--- config.mk ---
export PLATFORM = sky130hd
export DESIGN_NAME = change_dispense_ctrl_flat
export DESIGN_NICKNAME = d
export VERILOG_FILES = /design/src/rtl/change_dispense_ctrl_pkg.sv /design/src/rtl/change_dispense_ctrl_if.sv /design/src/rtl/change_dispense_ctrl_coin_select.sv /design/src/rtl/change_dispense_ctrl.sv /design/src/flat_wrapper.sv
export SDC_FILE = /design/constraint.sdc
export NUM_CORES = 1
export LEC_CHECK = 0
export BUFFER_PORTS_ARGS = -buffer_cell sky130_fd_sc_hd__buf_2
export CORE_MARGIN = 3
export CORE_UTILIZATION = 58
export DETAILED_ROUTE_END_ITERATION = 8
export GPL_TIMING_DRIVEN = 0
export HOLD_SLACK_MARGIN = 0.12
export PLACE_DENSITY = 0.85
export SLEW_MARGIN = 30
export SYNTH_ARGS = -nofsm -noshare
export SYNTH_HDL_FRONTEND = slang
export SYNTH_SLANG_ARGS = --single-unit
--- constraint.sdc ---
create_clock -name clock -period 4.18 [get_ports clock]
set_input_delay 0.418 -clock clock [delete_from_list [all_inputs] [get_ports clock]]
set_output_delay 0.418 -clock clock [all_outputs]
set_load 0.05 [all_outputs]
--- src/rtl/change_dispense_ctrl_pkg.sv ---
// Shared types and constants for the change-dispense controller.
// Coin values are expressed in nickels.
package change_pkg;

   localparam int unsigned AmtWidth  = 4;
   localparam int unsigned CoinWidth = 3;

   localparam logic [CoinWidth-1:0] QUARTER = 3'd5;
   localparam logic [CoinWidth-1:0] DIME    = 3'd2;
   localparam logic [CoinWidth-1:0] NICKEL  = 3'd1;

   typedef enum logic [2:0] {
      StIdle,
      StCheck,
      StSelect,
      StDispense,
      StDone
   } state_t;

endpackage

--- src/rtl/change_dispense_ctrl_if.sv ---
// Coin request handshake between the controller (master) and the coin mechanism (slave).
interface change_dispense_ctrl_if
   import change_pkg::*;
   ();

   logic                 dispense_valid;
   logic [CoinWidth-1:0] dispense_coin;
   logic                 dispense_ready;

   modport master (output dispense_valid, output dispense_coin, input dispense_ready);
   modport slave  (input dispense_valid, input dispense_coin, output dispense_ready);

endinterface

--- src/rtl/change_dispense_ctrl_coin_select.sv ---
// Greedy coin chooser: largest coin that fits the amount owed and is in stock, else 0.
module coin_select
   import change_pkg::*;
#(
   parameter int unsigned INV_WIDTH = 2
) (
   input  logic [AmtWidth-1:0]  remaining_i,
   input  logic [INV_WIDTH-1:0] quarters_i,
   input  logic [INV_WIDTH-1:0] dimes_i,
   input  logic [INV_WIDTH-1:0] nickels_i,
   output logic [CoinWidth-1:0] coin_o
);

   always_comb begin
      coin_o = '0;
      if (remaining_i >= AmtWidth'(QUARTER) && quarters_i != '0) begin
         coin_o = QUARTER;
      end else if (remaining_i >= AmtWidth'(DIME) && dimes_i != '0) begin
         coin_o = DIME;
      end else if (remaining_i >= AmtWidth'(NICKEL) && nickels_i != '0) begin
         coin_o = NICKEL;
      end
   end

endmodule

--- src/rtl/change_dispense_ctrl.sv ---
// Change payout controller: classifies a cost/paid pair, then pays change one coin at a
// time over a valid/ready handshake while tracking coin inventory.
module change_dispense_ctrl
   import change_pkg::*;
#(
   parameter int unsigned INV_WIDTH  = 2,
   parameter int unsigned INIT_COUNT = 3
) (
   input  logic                        clock,
   input  logic                        reset,
   input  logic                        start,
   input  logic [AmtWidth-1:0]         cost,
   input  logic [AmtWidth-1:0]         paid,
   input  logic                        refill,
   input  logic [INV_WIDTH-1:0]        refill_quarters,
   input  logic [INV_WIDTH-1:0]        refill_dimes,
   input  logic [INV_WIDTH-1:0]        refill_nickels,
   change_dispense_ctrl_if.master      disp,
   output logic                        busy,
   output logic                        done,
   output logic                        exact_amount,
   output logic                        cough_up_more,
   output logic                        short_change,
   output logic [AmtWidth-1:0]         remaining,
   output logic [INV_WIDTH-1:0]        quarters,
   output logic [INV_WIDTH-1:0]        dimes,
   output logic [INV_WIDTH-1:0]        nickels
);

   localparam logic [INV_WIDTH-1:0] InitCnt = INV_WIDTH'(INIT_COUNT);
   localparam logic [INV_WIDTH-1:0] CntOne  = INV_WIDTH'(1);

   state_t               state_q, state_d;
   logic [AmtWidth-1:0]  cost_q, cost_d, paid_q, paid_d, remaining_q, remaining_d;
   logic [CoinWidth-1:0] coin_q, coin_d, sel_coin;
   logic [INV_WIDTH-1:0] quarters_q, quarters_d, dimes_q, dimes_d, nickels_q, nickels_d;
   logic                 exact_q, exact_d, cough_q, cough_d, short_q, short_d;

   coin_select #(
      .INV_WIDTH (INV_WIDTH)
   ) u_coin_select (
      .remaining_i (remaining_q),
      .quarters_i  (quarters_q),
      .dimes_i     (dimes_q),
      .nickels_i   (nickels_q),
      .coin_o      (sel_coin)
   );

   always_comb begin
      state_d     = state_q;
      cost_d      = cost_q;
      paid_d      = paid_q;
      remaining_d = remaining_q;
      coin_d      = coin_q;
      quarters_d  = quarters_q;
      dimes_d     = dimes_q;
      nickels_d   = nickels_q;
      exact_d     = exact_q;
      cough_d     = cough_q;
      short_d     = short_q;
      unique case (state_q)
         StIdle: begin
            if (start) begin
               cost_d      = cost;
               paid_d      = paid;
               remaining_d = '0;
               exact_d     = 1'b0;
               cough_d     = 1'b0;
               short_d     = 1'b0;
               state_d     = StCheck;
            end else if (refill) begin
               quarters_d = refill_quarters;
               dimes_d    = refill_dimes;
               nickels_d  = refill_nickels;
            end
         end
         StCheck: begin
            if (paid_q < cost_q) begin
               cough_d     = 1'b1;
               remaining_d = '0;
               state_d     = StDone;
            end else if (paid_q == cost_q) begin
               exact_d = 1'b1;
               state_d = StDone;
            end else begin
               remaining_d = paid_q - cost_q;
               state_d     = StSelect;
            end
         end
         StSelect: begin
            if (sel_coin != '0) begin
               coin_d  = sel_coin;
               state_d = StDispense;
            end else begin
               short_d = 1'b1;
               state_d = StDone;
            end
         end
         StDispense: begin
            if (disp.dispense_ready) begin
               unique case (coin_q)
                  QUARTER: quarters_d = quarters_q - CntOne;
                  DIME:    dimes_d    = dimes_q - CntOne;
                  NICKEL:  nickels_d  = nickels_q - CntOne;
                  default: ;
               endcase
               remaining_d = remaining_q - AmtWidth'(coin_q);
               state_d     = (remaining_q == AmtWidth'(coin_q)) ? StDone : StSelect;
            end
         end
         StDone:  state_d = StIdle;
         default: state_d = StIdle;
      endcase
   end

   always_ff @(posedge clock) begin
      if (reset) begin
         state_q     <= StIdle;
         cost_q      <= '0;
         paid_q      <= '0;
         remaining_q <= '0;
         coin_q      <= '0;
         quarters_q  <= InitCnt;
         dimes_q     <= InitCnt;
         nickels_q   <= InitCnt;
         exact_q     <= 1'b0;
         cough_q     <= 1'b0;
         short_q     <= 1'b0;
      end else begin
         state_q     <= state_d;
         cost_q      <= cost_d;
         paid_q      <= paid_d;
         remaining_q <= remaining_d;
         coin_q      <= coin_d;
         quarters_q  <= quarters_d;
         dimes_q     <= dimes_d;
         nickels_q   <= nickels_d;
         exact_q     <= exact_d;
         cough_q     <= cough_d;
         short_q     <= short_d;
      end
   end

   assign disp.dispense_valid = (state_q == StDispense);
   assign disp.dispense_coin  = (state_q == StDispense) ? coin_q : '0;
   assign busy                = (state_q != StIdle);
   assign done                = (state_q == StDone);
   assign exact_amount        = exact_q;
   assign cough_up_more       = cough_q;
   assign short_change        = short_q;
   assign remaining           = remaining_q;
   assign quarters            = quarters_q;
   assign dimes               = dimes_q;
   assign nickels             = nickels_q;

endmodule

--- src/flat_wrapper.sv ---
// flat-port wrapper written by rule: the top's interface ports become plain ports
module change_dispense_ctrl_flat import change_pkg::*;
#(
   parameter int unsigned INV_WIDTH  = 2,
   parameter int unsigned INIT_COUNT = 3
)
  (clock, reset, start, cost, paid, refill, refill_quarters, refill_dimes, refill_nickels, busy, done, exact_amount, cough_up_more, short_change, remaining, quarters, dimes, nickels, disp_dispense_valid, disp_dispense_coin, disp_dispense_ready);
  change_dispense_ctrl_if disp_i ();
  input  logic clock;
  input  logic reset;
  input  logic start;
  input  logic [AmtWidth-1:0] cost;
  input  logic [AmtWidth-1:0] paid;
  input  logic refill;
  input  logic [INV_WIDTH-1:0] refill_quarters;
  input  logic [INV_WIDTH-1:0] refill_dimes;
  input  logic [INV_WIDTH-1:0] refill_nickels;
  output logic busy;
  output logic done;
  output logic exact_amount;
  output logic cough_up_more;
  output logic short_change;
  output logic [AmtWidth-1:0] remaining;
  output logic [INV_WIDTH-1:0] quarters;
  output logic [INV_WIDTH-1:0] dimes;
  output logic [INV_WIDTH-1:0] nickels;
  output wire logic [$bits(disp_i.dispense_valid)-1:0] disp_dispense_valid;
  output wire logic [$bits(disp_i.dispense_coin)-1:0] disp_dispense_coin;
  input wire logic [$bits(disp_i.dispense_ready)-1:0] disp_dispense_ready;
  assign disp_dispense_valid = disp_i.dispense_valid;
  assign disp_dispense_coin = disp_i.dispense_coin;
  assign disp_i.dispense_ready = disp_dispense_ready;
  change_dispense_ctrl #(.INV_WIDTH(INV_WIDTH), .INIT_COUNT(INIT_COUNT)) u_core (.clock(clock), .reset(reset), .start(start), .cost(cost), .paid(paid), .refill(refill), .refill_quarters(refill_quarters), .refill_dimes(refill_dimes), .refill_nickels(refill_nickels), .disp(disp_i), .busy(busy), .done(done), .exact_amount(exact_amount), .cough_up_more(cough_up_more), .short_change(short_change), .remaining(remaining), .quarters(quarters), .dimes(dimes), .nickels(nickels));
endmodule
# Word-level counts from Yosys, hierarchy flattened
# Index checks and enable logic that the tools add are counted.
# W data, S select, Z words.
word_totals:
  reg_bits: 27
  in_bits: 19
  out_inout_bits: 19
  elab_cells: 103
op_classes:
  add_sub_neg: 5
  magnitude_cmp: 4
  n_eq_ne: 21
  mux: 39
  reduce_logical: 23
ops:
  columns: ["cell", "count"]
  rows:
  - ["$mux W2", 13]
  - ["$mux W3", 8]
  - ["$mux W4", 4]
  - ["$reduce_and A5 Y1", 3]
  - ["$ne A2 B1 Y1 const B", 6]
  - ["$pmux W2 S2", 3]
  - ["$pmux W3 S4", 1]
  - ["$pmux W4 S3", 1]
  - ["$reduce_bool A2 Y1", 6]
  - ["$ne A2 B2 Y1 const B", 5]
  - ["$eq A3 B2 Y1 const B", 3]
  - ["$reduce_bool A3 Y1", 3]
  - ["$reduce_and A4 Y1", 2]
  - ["$eq A3 B1 Y1 const B", 2]
  - ["$eq A3 B3 Y1 const B", 2]
  - ["$mux W1", 6]
  - ["$pmux W1 S2", 3]
  - ["$reduce_and A2 Y1", 3]
  - ["$reduce_and A3 Y1", 2]
  - ["$sub A2 B1 Y2 const B", 3]
  - ["$eq A4 B3 Y1", 1]
  - ["$eq A4 B4 Y1", 1]
  - ["$ge A4 B1 Y1 const B", 1]
  - ["$ge A4 B2 Y1 const B", 1]
  - ["7 further kinds", 9]

# Logic depth before layout (Yosys ltp)
depth:
  depth_word: 8
  mapped_depth: 8
  mapped_depth_nobuf: 8

# By module
# Synthesis repeated with hierarchy kept, for this count alone.
hier_totals:
  hier_cells: 201
  hier_area_um2: 1597.8
modules_own_cells:
  columns: ["mod", "n_inst", "cells_each", "area_each_um2", "seq_area_each_um2"]
  rows:
  - ["change_dispense_ctrl", 1, 193, 1546.5, 540.5]
  - ["coin_select", 1, 8, 51.3, 0.0]

# Worst setup path before layout
# No wires, ideal clock.
synth_timing:
  path_kind: "reg-to-output"
  start: "register u_core.state_q[2]"
  end: "output disp_dispense_coin[0]"
  t_arrival_ps: 1671
  t_required_ps: 3762
  slack_ps: 2091
  path_stages_with_launch: 4
  path_buffers: 0
  path_cell_list: "dfxtp_1 -> nand3b_2 -> clkinv_1 -> and2_1"
synth_via:
  elab_chain_len: 2
synth_lines:
  columns: ["element", "line_no", "text"]
  rows:
  - ["start, declared", "change_dispense_ctrl.sv:33", "state_t state_q, state_d;"]
  - ["start signal, assigned", "change_dispense_ctrl.sv:118", "state_q <= StIdle;"]
  - ["start signal, assigned", "change_dispense_ctrl.sv:130", "state_q <= state_d;"]
  - ["$eq A3 B2 Y1", null, null]
  - ["net disp_dispense_valid", "flat_wrapper.sv:27", "output wire logic [$bits(disp_i.dispense_valid)-1:0] disp_dispense_valid;"]
  - ["$mux W3", "change_dispense_ctrl.sv:145", "assign disp.dispense_coin = (state_q == StDispense) ? coin_q : '0;"]
  - ["end, declared", "flat_wrapper.sv:28", "output wire logic [$bits(disp_i.dispense_coin)-1:0] disp_dispense_coin;"]
# The timed path passes the listed nets, and every way through them passes these cells.

# Worst setup path after layout
layout_timing:
  start: "register u_core.state_q[2]"
  end: "output disp_dispense_coin[0]"
layout_via:
  elab_chain_len: 2
layout_lines:
  columns: ["element", "line_no"]
  rows:
  - ["$eq A3 B2 Y1", "change_dispense_ctrl.sv:145"]
  - ["$mux W3", "change_dispense_ctrl.sv:145"]
# Every way passes these cells.

==> impl_metrics.toml <==
[pwr]
ir_drop_uv = 380
p_per_area_nw_per_um2 = 342
seqPwrFrac_pct = 43.9
pwr-share-comb_pct = 38.4
power.total_uw = 675
leakagePower_nw = 0.862
clkPwrFrac_pct = 17.7
p_sw_share_pct = 39.7
p_switching_uw = 268
power.internal_uw = 407

[placed_design]
dp_hpwl_um = 3130
gp_congestion = 0.832
port_buffers = 37

[cts]
cts.sinks = 27
ctsHtreeMaxLevel = 1
cts_tree = "yes"
postCtsHoldBufs = 0
clk_pin_slew_ns = 0.15
cts-root-buf = "clkbuf_4"
clk_path_buf_depth = 2
numCtsBuffers = 3
ctsResizeCount = 0
clk_latency_ns = 0.33
post_cts_buffers = 0

[synth]
synth_top_family_by_area = "compound AO/OA/AOI/OAI gates"
synth_compound_area_share_pct = 28.0
synthAdderAreaFrac_pct = 9.60
ys_warn_count = 0
synth_cell_types = 52
synth_edf_count = 0
yosysTopAreaCellShare_pct = 31.4
synth.area.top_cells = "dfxtp_1 (31%), ha_1 (7.3%), a21oi_1 (6.7%)"
yosys.area.top_type = "dfxtp_1"
synth.area.mux_share_pct = 0
synthArstFlopShare_pct = 0
synth_area_sq_um = 1720
ys_ff_latch = 27
synthXorXnorAreaFrac_pct = 1.02
synthCells = 217
syn_avg_cell_area_sq_um = 7.93
seq_area_frac_synth_pct = 31.4
ys.flop_type = "dfxtp_1"
synthesis.nets = 248
synthSimpleGateAreaFrac_pct = 23.1

[critical_path]
cp-startpoint = "u_core.state_q[2]"
r2r_cells = 8
critPathCaptureType = "output port"
critPathArrivalTime_ns = 1.89
critPathMaxFanout = 10
reg2reg_to = "u_core.remaining[0]"
crit_type = "reg2out"
required_ns = 3.76
crit_slowest_cell = "dfxtp_1"
crit_chain = "nand3b_2 -> clkinv_1 -> and2_1 -> buf_2"
r2r-start = "u_core.paid_q[0]"
reg2reg_slack_ns = 2.12
start_kind = "register"
crit_path_max_incr_delay_ns = 0.54

[timing]
hold_viol = 0
timing.final.crit_period_ns = 2.31
whs_ns = 0.299
finalCritPeriodShare_pct = 55.3
clock.fmax_mhz = 433
skew_ns = 0.00165
setup_viol = 0
drv_slew = 0
finalSetupTns_ns = 0
slew_headroom_pct = 63.3
worst_pin_slew_ns = 0.544
rsz0062_at_grt = "false"

[global_routing]
overflow = 0
antenna_found_initial = 0
grt_max_degree = 17
grt_pass1_wl_um = 6710
grt.total_usage_pct = 23.9
grt_pass1_vias = 1525

[worst_hold_path]
hold_end = "u_core.cost_q[3]"
hold_class = "in2reg"
hp-start = "cost[3]"
hold_depth = 3

[cells_and_area]
final_common_cell = "buf_2"
layout_common_cells = "buf_2 (39), nand2_1 (27), dfxtp_1 (27), inv_1 (23), a21oi_1 (23)"
multi_input_area_sq_um = 1060
fillers = 241
syn_to_final_growth_pct = 14.8
drive_gt1_share_pct = 19.0
seq_area_sq_um = 541
antenna_cells = 0
nets = 290

[drt]
drt_iter0_markers = 145
avgRoutedWirePerCell_um = 14.0
drc = 0
drt_pass1_iterations = 5
ant_nets = 0
via_count = 1738
vias_per_cell = 6.01
wirelength_um = 4050

[floorplan]
dieArea_sq_um = 3660
rows = 19
initial_utilization_pct = 61.9
fp.coreArea_sq_um = 2780
io_pins = 38
die_w_um = 60.5
dieHeight_um = 60.5

[run_status]
outcome = "complete, no violations"

[job]
timing.max_cap.violations = 0
==> metrics by stage <==
| step | setup slack [ns] | instance area [sq um] | utilization [%] | cells |
|---|---|---|---|---|
| 2_1_floorplan | 2.09 | 1720 | - | 217 |
| 3_3_place_gp | 2.18 | 1940 | 69.9 | 285 |
| 3_5_place_dp | 2.15 | 1940 | 69.9 | 285 |
| 4_1_cts | 1.89 | 1970 | 71.0 | 289 |
| 5_1_grt | 1.77 | 1970 | 71.0 | 289 |
| 6_report | 1.87 | 1970 | 71.0 | 289 |
==> state kept, by name (all words and copies together) (netlist names), 2 cells and up <==
register,flops
u_core.remaining,4
u_core.dimes,2
u_core.coin_q,3
u_core.cost_q,4
u_core.paid_q,4
u_core.quarters,2
u_core.nickels,2
u_core.state_q,3
==> worst max-delay path: cells and delay by family, from the launching register on <==
kind / cells / cell delay (ns)
flops: 1 / 0.54
simple gates: 2 / 0.53
buf+inv: 2 / 0.48
==> worst max path at each step <==
stage	end	slack, ns	depth (start not counted)
floorplan	disp_dispense_coin[0]	2.09	3
global placement	u_core.remaining[1]	2.18	8
detailed placement	u_core.remaining[0]	2.15	8
CTS	disp_dispense_coin[0]	1.89	4
global route	disp_dispense_coin[0]	1.77	4
finish	disp_dispense_coin[0]	1.87	4
==> area by class of cell <==
| class | instances | share of cell area (%) |
|---|---|---|
| Buffer | 7 | 1.46 |
| Clock buffer | 3 | 1.14 |
| Clock inverter | 1 | 0.380 |
| Inverter | 24 | 4.56 |
| Multi-Input combinational cell | 159 | 53.7 |
| Sequential cell | 27 | 27.4 |
| Tap cell | 31 | 1.96 |
| Timing Repair Buffer | 37 | 9.38 |
==> layer usage <==
metal  vias up  routed length [um]  global-route usage (%)
li1        869                   -                       -
met1       801                1950                    34.3
met5         -                   0                       0
met2        62                1790                    36.6
met4         0                  27                    5.88
met3         6                 282                    5.32
==> power groups by stage <==
stage	Combinational, mW	Clock (mW)	Sequential [mW]
finish	0.259	0.119	0.296
global route	0.288	0.132	0.299
CTS	0.258	0.121	0.296
detailed placement	0.257	0	0.302
global placement	0.252	0	0.301
floorplan	0.169	0	0.328
==> synthesized netlist by cell type (3+ instances only) <==
cell,number
nand2_1,27
o21ai_0,7
nor3_1,5
and2_1,5
nor2_1,11
ha_1,10
a211oi_1,4
clkbuf_1,5
dfxtp_1,27
a21oi_1,23
o32ai_1,3
a2bb2oi_1,4
a31oi_1,4
a21o_1,4
or3_1,3
inv_1,23
o2bb2ai_1,3
nand3_1,4
nand3b_1,3
==> cells by family after synthesis <==
kind of cell	count (synthesis)
flip-flops	27
XOR/XNOR	2
AO/OA/AOI/OAI	70
buffers and inverters	31
AND/OR/NAND/NOR	75
adder cells (fa/ha/maj)	12
No activity file was read; power rests on OpenSTA's default activity.
